File: src/rtl/vga_layer_compositor.sv
// Priority compositor for N_LAYERS panel outputs with a 2-stage pipeline and page-transition blanking.
// Optional fade-in during transitions when VGA_LAYER_FADE_EN is defined.
module vga_layer_compositor #(
    parameter int unsigned N_LAYERS    = 10,
    parameter int unsigned CH_W        = 8,
    parameter logic [3*CH_W-1:0] BG_COLOR = 24'hFFFFFF,
    parameter int unsigned MODE_W      = 8,
    parameter int unsigned HOLD_FRAMES = 8
) (
    input  logic                           vga_clk,
    input  logic                           rst_n,
    input  logic [MODE_W-1:0]              mode,
    input  logic                           frame_start,
    input  logic [N_LAYERS-1:0]            layer_en,
    input  logic [N_LAYERS*3*CH_W-1:0]     layer_data,
    output logic [3*CH_W-1:0]              pos_data,
    output logic [$clog2(N_LAYERS+1)-1:0]  layer_sel,
    output logic                           transition_busy
);

    localparam int unsigned PIX_W    = 3 * CH_W;
    localparam int unsigned SEL_W    = $clog2(N_LAYERS + 1);
    localparam int unsigned CNT_W    = (HOLD_FRAMES == 0) ? 1 : $clog2(HOLD_FRAMES + 1);
    localparam int unsigned HF_LAST  = (HOLD_FRAMES == 0) ? 0 : HOLD_FRAMES - 1;
    localparam bit          TRANS_EN = (HOLD_FRAMES != 0);

    typedef enum logic {
        ST_IDLE,
        ST_HOLD
    } state_t;

    state_t             r_state;
    logic [CNT_W-1:0]   r_frame_cnt;
    logic [MODE_W-1:0]  r_mode_q;
    logic [SEL_W-1:0]   r_win_idx;
    logic [PIX_W-1:0]   r_win_data;

    logic [SEL_W-1:0]   w_win_idx;
    logic [PIX_W-1:0]   w_win_data;
    logic [PIX_W-1:0]   w_hold_data;
    logic               w_mode_chg;

    assign w_mode_chg = (mode != r_mode_q);

    // Lowest enabled index wins; scan high-to-low so the last hit is the winner.
    always_comb begin
        w_win_idx  = SEL_W'(N_LAYERS);
        w_win_data = BG_COLOR;
        for (int i = N_LAYERS - 1; i >= 0; i--) begin
            if (layer_en[i]) begin
                w_win_idx  = SEL_W'(i);
                w_win_data = layer_data[i*PIX_W +: PIX_W];
            end
        end
    end

`ifdef VGA_LAYER_FADE_EN
    localparam int unsigned SH_W = $clog2(CH_W + 1);

    logic [31:0]      w_remain;
    logic [SH_W-1:0]  w_shift;

    // Shift shrinks as the transition progresses, giving a fade-in from dark.
    always_comb begin
        w_remain    = HOLD_FRAMES - 32'(r_frame_cnt);
        w_shift     = (w_remain < CH_W) ? SH_W'(w_remain) : SH_W'(CH_W);
        w_hold_data = '0;
        for (int c = 0; c < 3; c++) begin
            w_hold_data[c*CH_W +: CH_W] = r_win_data[c*CH_W +: CH_W] >> w_shift;
        end
    end
`else
    assign w_hold_data = BG_COLOR;
`endif

    // Stage 1 (winner select) and stage 2 (blanking/fade on output).
    always_ff @(posedge vga_clk) begin
        if (!rst_n) begin
            r_win_idx  <= SEL_W'(N_LAYERS);
            r_win_data <= BG_COLOR;
            layer_sel  <= SEL_W'(N_LAYERS);
            pos_data   <= BG_COLOR;
        end else begin
            r_win_idx  <= w_win_idx;
            r_win_data <= w_win_data;
            layer_sel  <= r_win_idx;
            pos_data   <= (r_state == ST_HOLD) ? w_hold_data : r_win_data;
        end
    end

    // Page-transition sequencer; a mode change always restarts the frame count.
    always_ff @(posedge vga_clk) begin
        if (!rst_n) begin
            r_state         <= ST_IDLE;
            r_frame_cnt     <= '0;
            r_mode_q        <= mode;
            transition_busy <= 1'b0;
        end else begin
            r_mode_q <= mode;
            case (r_state)
                ST_IDLE: begin
                    if (w_mode_chg && TRANS_EN) begin
                        r_state         <= ST_HOLD;
                        r_frame_cnt     <= '0;
                        transition_busy <= 1'b1;
                    end
                end
                ST_HOLD: begin
                    if (w_mode_chg) begin
                        r_frame_cnt <= '0;
                    end else if (frame_start) begin
                        if (r_frame_cnt == CNT_W'(HF_LAST)) begin
                            r_state         <= ST_IDLE;
                            r_frame_cnt     <= '0;
                            transition_busy <= 1'b0;
                        end else begin
                            r_frame_cnt <= r_frame_cnt + CNT_W'(1);
                        end
                    end
                end
                default: begin
                    r_state         <= ST_IDLE;
                    r_frame_cnt     <= '0;
                    transition_busy <= 1'b0;
                end
            endcase
        end
    end

endmodule
File: config.mk
export PLATFORM = sky130hd
export DESIGN_NAME = vga_layer_compositor
export DESIGN_NICKNAME = d
export VERILOG_FILES = /design/src/rtl/vga_layer_compositor.sv
export SDC_FILE = /design/constraint.sdc
export NUM_CORES = 1
export LEC_CHECK = 0
export CAP_MARGIN = 20
export CELL_PAD_IN_SITES_DETAIL_PLACEMENT = 1
export CELL_PAD_IN_SITES_GLOBAL_PLACEMENT = 2
export CORE_ASPECT_RATIO = 1.4
export CORE_MARGIN = 2
export CORE_UTILIZATION = 19
export CTS_BUF_LIST = sky130_fd_sc_hd__clkbuf_2
export CTS_CLUSTER_DIAMETER = 40
export DETAILED_ROUTE_END_ITERATION = 10
export PLACE_DENSITY = 0.85
export SLEW_MARGIN = 20
export SYNTH_ARGS = -nofsm -noshare
export SYNTH_HDL_FRONTEND = slang
export SYNTH_SLANG_ARGS = --single-unit
export TNS_END_PERCENT = 100
File: constraint.sdc
create_clock -name vga_clk -period 2 [get_ports vga_clk]
set_input_delay 0.2 -clock vga_clk [delete_from_list [all_inputs] [get_ports vga_clk]]
set_output_delay 0.2 -clock vga_clk [all_outputs]
set_load 0.02 [all_outputs]
* After elaboration in Yosys (flattened, before gate mapping)
Index checks and enable logic that the tools add are counted. Widths: inputs -> output; s select.
Storage, ports and cells: register bits after elaboration 70, bits of input ports 261, output and inout port bits 29, logic and storage cells 60
Cells by class: add/subtract/negate cells 1, eq/ne operators 7, mux-type cells 35, bitwise operators 2, reductions and logical operators 5
Operator list (number):
- $mux 24 | 10
- $mux 4 | 12
- $mux 1 | 8
- $ne 8x8->1 | 1
- $pmux 4 s2 | 1
- $ne 2x2->1 const B | 3
- $reduce_or 5->1 | 1
- $add 4x1->4 const B | 1
- $eq 4x3->1 const B | 1
- $mux 2 | 2
- $pmux 1 s2 | 2
- $reduce_and 4->1 | 1
- $reduce_or 2->1 | 2
- $ne 3x2->1 const B | 1
- $ne 2x1->1 const B | 1
- $not 1->1 | 2
- $reduce_and 2->1 | 1

* Longest topological paths before layout
Gate-level depths: netlist of the first run.
depth in word-level cells 10, depth in mapped cells 8, depth with buffers taken out 6

* Least setup slack after synthesis of the first run
No wires, ideal clock.
path type input to register, start input layer_en[4], end register r_win_data[14], setup time 143 ps, arrival time 1335 ps, data required time 1857 ps, path slack 522 ps, cell stages on the path 6, path buffers 2, path through buf_6 buf_1 a221oi_1 o31ai_1 a221oi_1 o311ai_1
Between the ends: word-level cells in the longest chain between the ends 5
RTL lines:
- start, declared | RTL line 14 | input logic [N_LAYERS-1:0] layer_en,
- $mux 24 (5 in a row) | RTL line 50 | if (layer_en[i]) begin
- end signal, assigned | RTL line 85 | r_win_data <= w_win_data;
- end, declared | RTL line 36 | logic [PIX_W-1:0] r_win_data;
Every way passes these cells. A chain may end at the register's enable or synchronous reset.

* Worst setup path after layout of the first run
start input layer_en[5], end register r_win_data[8]
Between the ends: word-level cells in the longest chain between the ends 6
RTL lines (RTL line):
- $mux 24 (6 in a row) | 50
Every way passes these cells.

==> results of run 1 <==
==> sequential cells by signal (all words and copies together) (netlist names) <==
name,count
pos_data,24
r_win_data,24
r_mode_q,8
layer_sel,4
r_frame_cnt,4
r_win_idx,4
r_state,1
transition_busy,1
==> cell families after synthesis <==
family	count (synthesis)	share of synthesized area, %
AO/OA/AOI/OAI	180	33.08
AND/OR/NAND/NOR	180	23.06
buffers and inverters	82	9.115
flip-flops	70	32.61
XOR/XNOR	9	1.835
adder cells (fa/ha/maj)	1	0.2912
==> metal layers <==
metal	GRT usage [%]	vias to the layer above	part of all wire (%)
li1	-	2489	-
met1	22.39	2369	44
met2	28.73	167	48
met3	2.976	24	5.7
met4	5.277	0	2.2
met5	0	-	0
==> worst max path at each step <==
stage | startpoint | to | slack [ns] | cells past startpoint
after floorplan | layer_en[4] | r_win_data[14] | 0.52 | 6
after global placement | layer_en[5] | r_win_data[23] | -0.37 | 7
after detailed placement | layer_en[5] | r_win_data[23] | -0.43 | 7
after CTS | layer_en[5] | r_win_data[8] | 0.15 | 7
after global routing | layer_en[5] | r_win_data[4] | 0.02 | 7
final | layer_en[5] | r_win_data[8] | 0.14 | 7
==> where the power goes <==
group	total [mW]	switching, mW	internal (mW)
logic	1.23	0.479	0.751
clock network	0.723	0.545	0.177
registers	1.49	0.0218	1.47
==> through the flow <==
stage	setup WS [ns]	power [mW]	cells	TNS [ns]
global placement	-0.3730	2.745	1096	-7.488
detailed placement	-0.4276	2.754	1096	-8.778
CTS	0.1542	3.493	1112	0
floorplan	0.5219	1.978	522	0
global route	0.02337	3.658	1115	0
finish	0.1437	3.443	1115	0
==> worst max-delay path: cells and delay by family <==
kind	cells	cell delay, ns
compound gates	4	0.58
buf+inv	2	0.78
simple gates	1	0.71
==> Yosys cell counts (3+ instances only) <==
library cell   n  area share [%]
buf_2         13             1.5
nand2_1       31             2.7
o311ai_1      24             4.9
buf_4          4            0.70
nor2_1        32             2.8
buf_1          4            0.35
inv_1         25             2.2
nand3_1        3            0.35
dfxtp_1       70              33
o31ai_1       25             4.4
a21oi_1       53             6.2
a221oi_1      35             7.1
nor2b_1       51             7.4
a221oi_2      13             4.5
buf_6          7             1.8
o31a_1        24             4.9
xnor2_1        8             1.6
nor3_1         4            0.47
nor3b_1       24             4.2
clkbuf_1      28             2.4
nand4_1        3            0.44
nand2b_1      27             3.9
==> cell type report <==
cell class                 instances  area share, %
antenna                            3        0.09668
clock buffer                      10         0.6445
clock inverter                     6         0.6123
inverter                          26          1.257
multi-input combinational        370          32.31
sequential                        70          18.05
tap                              301          4.850
timing repair buffer             329          42.18
==> results.toml, run 1 <==
[drt]
vias_per_cell = 4.528
drc_errors = 0
drt_iter0_drc = 186
detail-route-antenna-nets = 0
route.vias.total = 5049
routed_wl_mm = 21.03
dr.pass1.iters = 6
wl_per_cell_um = 18.86

[finish]
design_area_mm2 = 0.007765
most-common-layout-cells = "283 x clkdlybuf4s50_1, 70 x dfxtp_1, 53 x a21oi_1"
areaGrowthSynthToFinish_pct = 80.72
utilization_pct = 34.72
fill_cells = 2658
area_of_the_multi_input_gates_mm2 = 0.002509
post_route_cells_drive_above_1_share_pct = 9.494
layout.cells.most_common = "clkdlybuf4s50_1"
final_net_count = 1068
area.sequential_mm2 = 0.001401

[timing]
top_achievable_clock_speed_mhz = 538.7
finalHoldViolCount = 0
finalClockSkew_ns = 0.04669
unrepaired_setup_endpoints_after_global_routing = "no"
report.final.slew_viol_count = 0
fin_hold_ws_ns = 0.1381
tightest_slew_ns = 0.8063
post-route-period-util_pct = 92.81
number_of_setup_violations_in_the_final_report = 0
min_period_ns = 1.856
worst_case_headroom_to_the_max_slew_limit_pct = 46.01

[synthesis]
synth.ff_latch_count = 70
synthesis.area_per_instance_um2 = 8.231
yosys_warnings = 0
synthCells = 522
postSynth.asyncResetShare_pct = 0
postSynth.topFlopCell = "dfxtp_1"
yosys.cell_types.count = 34
synth_nets = 784
syn_area_mm2 = 0.004297
post_synth_edffs = 0
synth.yosys.seq_area_share_pct = 32.62

[worst_hold_path]
hold_path_end = "r_win_data[20]"
min_from = "layer_en[0]"
hold_path_class = "in -> reg"
hold-path-cell-count = 3

[floorplan]
die_w_um = 131.1
die_h_um = 181.9
core_region_area_mm2 = 0.02237
io_pins = 290
initial_core_util_pct = 19.21
core.rowCount = 65
die_area_mm2 = 0.02385

[power]
leakage_nw = 2.842
cellPowerDensity_mw_per_mm2 = 443.4
vdd_drop_max_v = 0.0001952

[outcome]
status = "finished clean"

[global_routing]
grt_antenna_before_repair = 3
globalRoute.totalOverflow = 0
grt_first_pass_wirelength_mm = 31.37
grt_max_degree = 29
grt_use_total_pct = 17.22
via_count_of_the_first_global_routing_pass = 5439

[critical_path]
cp.arrival_ns = 2.27
path_max_fanout = 16
endpoint_kind = "flip-flop"
class_of_the_most_critical_setup_path = "in -> reg"
cp_cell_sequence = "clkdlybuf4s50_1 > nor2b_2 > buf_12 > a221oi_2 > o31ai_1 > a221oi_1 > o311ai_1"
rrSetupSlack_ns = 0.64
slowest_delay_ns = 0.71
required_ns = 2.41
critical_path.slowest_cell = "nor2b_2"
r2r-start = "r_state"
ff2ff_path_depth = 3
worst_r2r_endpoint = "r_frame_cnt[3]"
timing.critical_path.from_type = "input pin"

[placed_design]
postPlaceCellArea_mm2 = 0.007660
routabilityCongestion = 0.8059
buffer_ports.inserted = 289
hpwlAfterDp_mm = 17.45

[clock_tree]
tritoncts.num_buffers = 9
post_cts.repair.setup_buffers = 0
cts.repair.resized = 0
tritoncts_num_sinks = 70
clockRootBuffer = "clkbuf_2"
clock_tree.buffer_depth = 2
h_tree_levels = 3
clk_transition_reported_paths_ns = 0.23
insertion_delay_ns = 0.53
cts_tree = "built"
cts_hold_repair.buffers = 0

[run]
maxCapViolations = 0
No activity file was read; power rests on OpenSTA's default activity.
==> run 2: changes to the inputs <==
--- a/config.mk
+++ b/config.mk
@@ -15,6 +15,7 @@
 export CTS_CLUSTER_DIAMETER = 40
 export DETAILED_ROUTE_END_ITERATION = 10
 export PLACE_DENSITY = 0.85
+export SETUP_SLACK_MARGIN = 0.05
 export SLEW_MARGIN = 20
 export SYNTH_ARGS = -nofsm -noshare
 export SYNTH_HDL_FRONTEND = slang
==> run 2 against run 1 <==
Net effect: count of clock-buffer cells in the layout unchanged; total power barely moved; routed wire length is essentially flat; sequential power about the same; largest power group unchanged; critical path type unchanged; design area about the same; flip-flop and latch count is the same; die area unchanged.
==> results.toml, run 2 (synthesis results as in run 1) <==
[outcome]
status = "finished clean"

[global_routing]
grt_first_pass_wirelength_mm = 31.37
grt_use_total_pct = 17.22
grt_max_degree = 29
globalRoute.totalOverflow = 0
grt_antenna_before_repair = 3
via_count_of_the_first_global_routing_pass = 5439

[power]
power.share.clock_pct = 21.0
internal_power_consumption_mw = 2.398
switching_share_pct = 30.37
cellPowerDensity_mw_per_mm2 = 443.3
vdd_drop_max_v = 0.0001953
share_comb_of_total_power_pct = 35.7
leakage_nw = 2.846
switchingPower_mw = 1.046
pwr-share-seq_pct = 43.3

[critical_path]
critical_path.startpoint = "layer_en[4]"
worst_r2r_endpoint = "r_frame_cnt[3]"
slowest_delay_ns = 0.48
class_of_the_most_critical_setup_path = "in -> reg"
cp_cell_sequence = "clkdlybuf4s50_1 > buf_4 > or2_1 > buf_4 > o31ai_1 > buf_4 > a221oi_1 > o311ai_1"
critical_path.slowest_cell = "clkdlybuf4s50_1"
ff2ff_path_depth = 3
path_max_fanout = 13
worst_setup_path_endpoint = "r_win_data[0]"
r2r-start = "r_state"
timing.critical_path.from_type = "input pin"
endpoint_kind = "flip-flop"
rrSetupSlack_ns = 0.64
cp.arrival_ns = 2.20
required_ns = 2.43
crit_top_cell = "buf_4"

[drt]
dr.pass1.iters = 6
detail-route-antenna-nets = 0
drt_iter0_drc = 188
wl_per_cell_um = 18.84
vias_per_cell = 4.527
drc_errors = 0
route.vias.total = 5048
routed_wl_mm = 21.01

[clock_tree]
insertion_delay_ns = 0.53
clk_transition_reported_paths_ns = 0.23
clock_tree.buffer_depth = 2
tritoncts.num_buffers = 9
tritoncts_num_sinks = 70
post_cts.repair.setup_buffers = 0
cts_tree = "built"
h_tree_levels = 3
clockRootBuffer = "clkbuf_2"
cts_hold_repair.buffers = 0

[timing]
finalClockSkew_ns = 0.04669
top_achievable_clock_speed_mhz = 562.0
min_period_ns = 1.779
finalHoldViolCount = 0
report.final.slew_viol_count = 0
worst_case_headroom_to_the_max_slew_limit_pct = 67.03
post-route-period-util_pct = 88.97
unrepaired_setup_endpoints_after_global_routing = "no"
tightest_slew_ns = 0.4946
number_of_setup_violations_in_the_final_report = 0

[finish]
layout.cells.most_common = "clkdlybuf4s50_1"
post_route_cells_drive_above_1_share_pct = 9.494
design_area_mm2 = 0.007770
utilization_pct = 34.74
areaGrowthSynthToFinish_pct = 80.84
final_net_count = 1068
most-common-layout-cells = "283 x clkdlybuf4s50_1, 70 x dfxtp_1, 53 x a21oi_1"
layout_top_registers = "pos_data x24, r_win_data x24, r_mode_q x8"
fin_cells = 1115

[placed_design]
buffer_ports.inserted = 289
hpwlAfterDp_mm = 17.45
postPlaceCellArea_mm2 = 0.007660
placed_cells = 1096
routabilityCongestion = 0.8059

[floorplan]
initial_core_util_pct = 19.21
die_w_um = 131.1
die_h_um = 181.9
die_area_mm2 = 0.02385
io_pins = 290
core.rowCount = 65
core_region_area_mm2 = 0.02237

[worst_hold_path]
hold_path_class = "in -> reg"

[run]
maxCapViolations = 0
## run 2: cell counts in the layout (fill, tap and decap cells not counted)
No cell type changed its count.
## run 2: power groups by stage
| stage | Clock (mW) | Combinational, mW | Sequential, mW |
|---|---|---|---|
| CTS | 0.761 | 1.24 | 1.49 |
| floorplan | 0 | 0.439 | 1.54 |
| finish | 0.723 | 1.23 | 1.49 |
| global route | 0.831 | 1.33 | 1.50 |
| global placement | 0 | 1.22 | 1.52 |
| detailed placement | 0 | 1.23 | 1.52 |
## run 2: per-layer routing
metal / up-vias / GRT usage [%] / part of all wire [%]
li1: 2488 / - / -
met1: 2363 / 22.39 / 44
met2: 173 / 28.73 / 48
met3: 24 / 2.976 / 5.9
met4: 0 / 5.277 / 2.2
met5: - / 0 / 0
## run 2: layout make-up
| class | count | area [µm²] |
|---|---|---|
| Fill cell | 2657 | 14600 |
| Timing Repair Buffer | 329 | 3276 |
| Multi-Input combinational cell | 370 | 2514 |
| Sequential cell | 70 | 1401 |
| Tap cell | 301 | 376.6 |
| Inverter | 26 | 97.59 |
| Clock buffer | 10 | 50.05 |
| Clock inverter | 6 | 47.55 |
| Antenna cell | 3 | 7.507 |
## run 2: how the worst min path moves through the flow
| stage | from | to | cells past startpoint |
|---|---|---|---|
| finish | layer_en[0] | r_win_data[20] | 3 |
| global route | layer_en[0] | r_win_data[16] | 3 |
| CTS | layer_en[0] | r_win_data[20] | 3 |
| detailed placement | r_win_idx[1] | layer_sel[1] | 1 |
| global placement | r_win_data[16] | pos_data[16] | 1 |
| floorplan | mode[0] | r_mode_q[0] | 0 |
## run 2: worst max-delay path: cells and delay by family
family / cells / cell delay [ns]
AOI/OAI and AO/OA: 3 / 0.61
and+or+nand+nor: 1 / 0.29
buffers and inverters: 4 / 1.10
## run 2: what timing repair did
item	4_1_cts	5_1_grt
gates resized for setup	0	1
endpoints found under the hold margin	0	0
setup endpoints to repair	0	5
## run 2: metrics by stage
| stage | hold slack [ns] | TNS (ns) | setup WS [ns] | power, mW |
|---|---|---|---|---|
| detailed placement | 0.3956 | -8.778 | -0.4276 | 2.754 |
| CTS | 0.09814 | 0 | 0.1542 | 3.493 |
| finish | 0.1384 | 0 | 0.2206 | 3.444 |
| global placement | 0.3889 | -7.488 | -0.3730 | 2.745 |
| floorplan | 0.2277 | 0 | 0.5219 | 1.978 |
| global route | 0.09752 | 0 | 0.1413 | 3.659 |
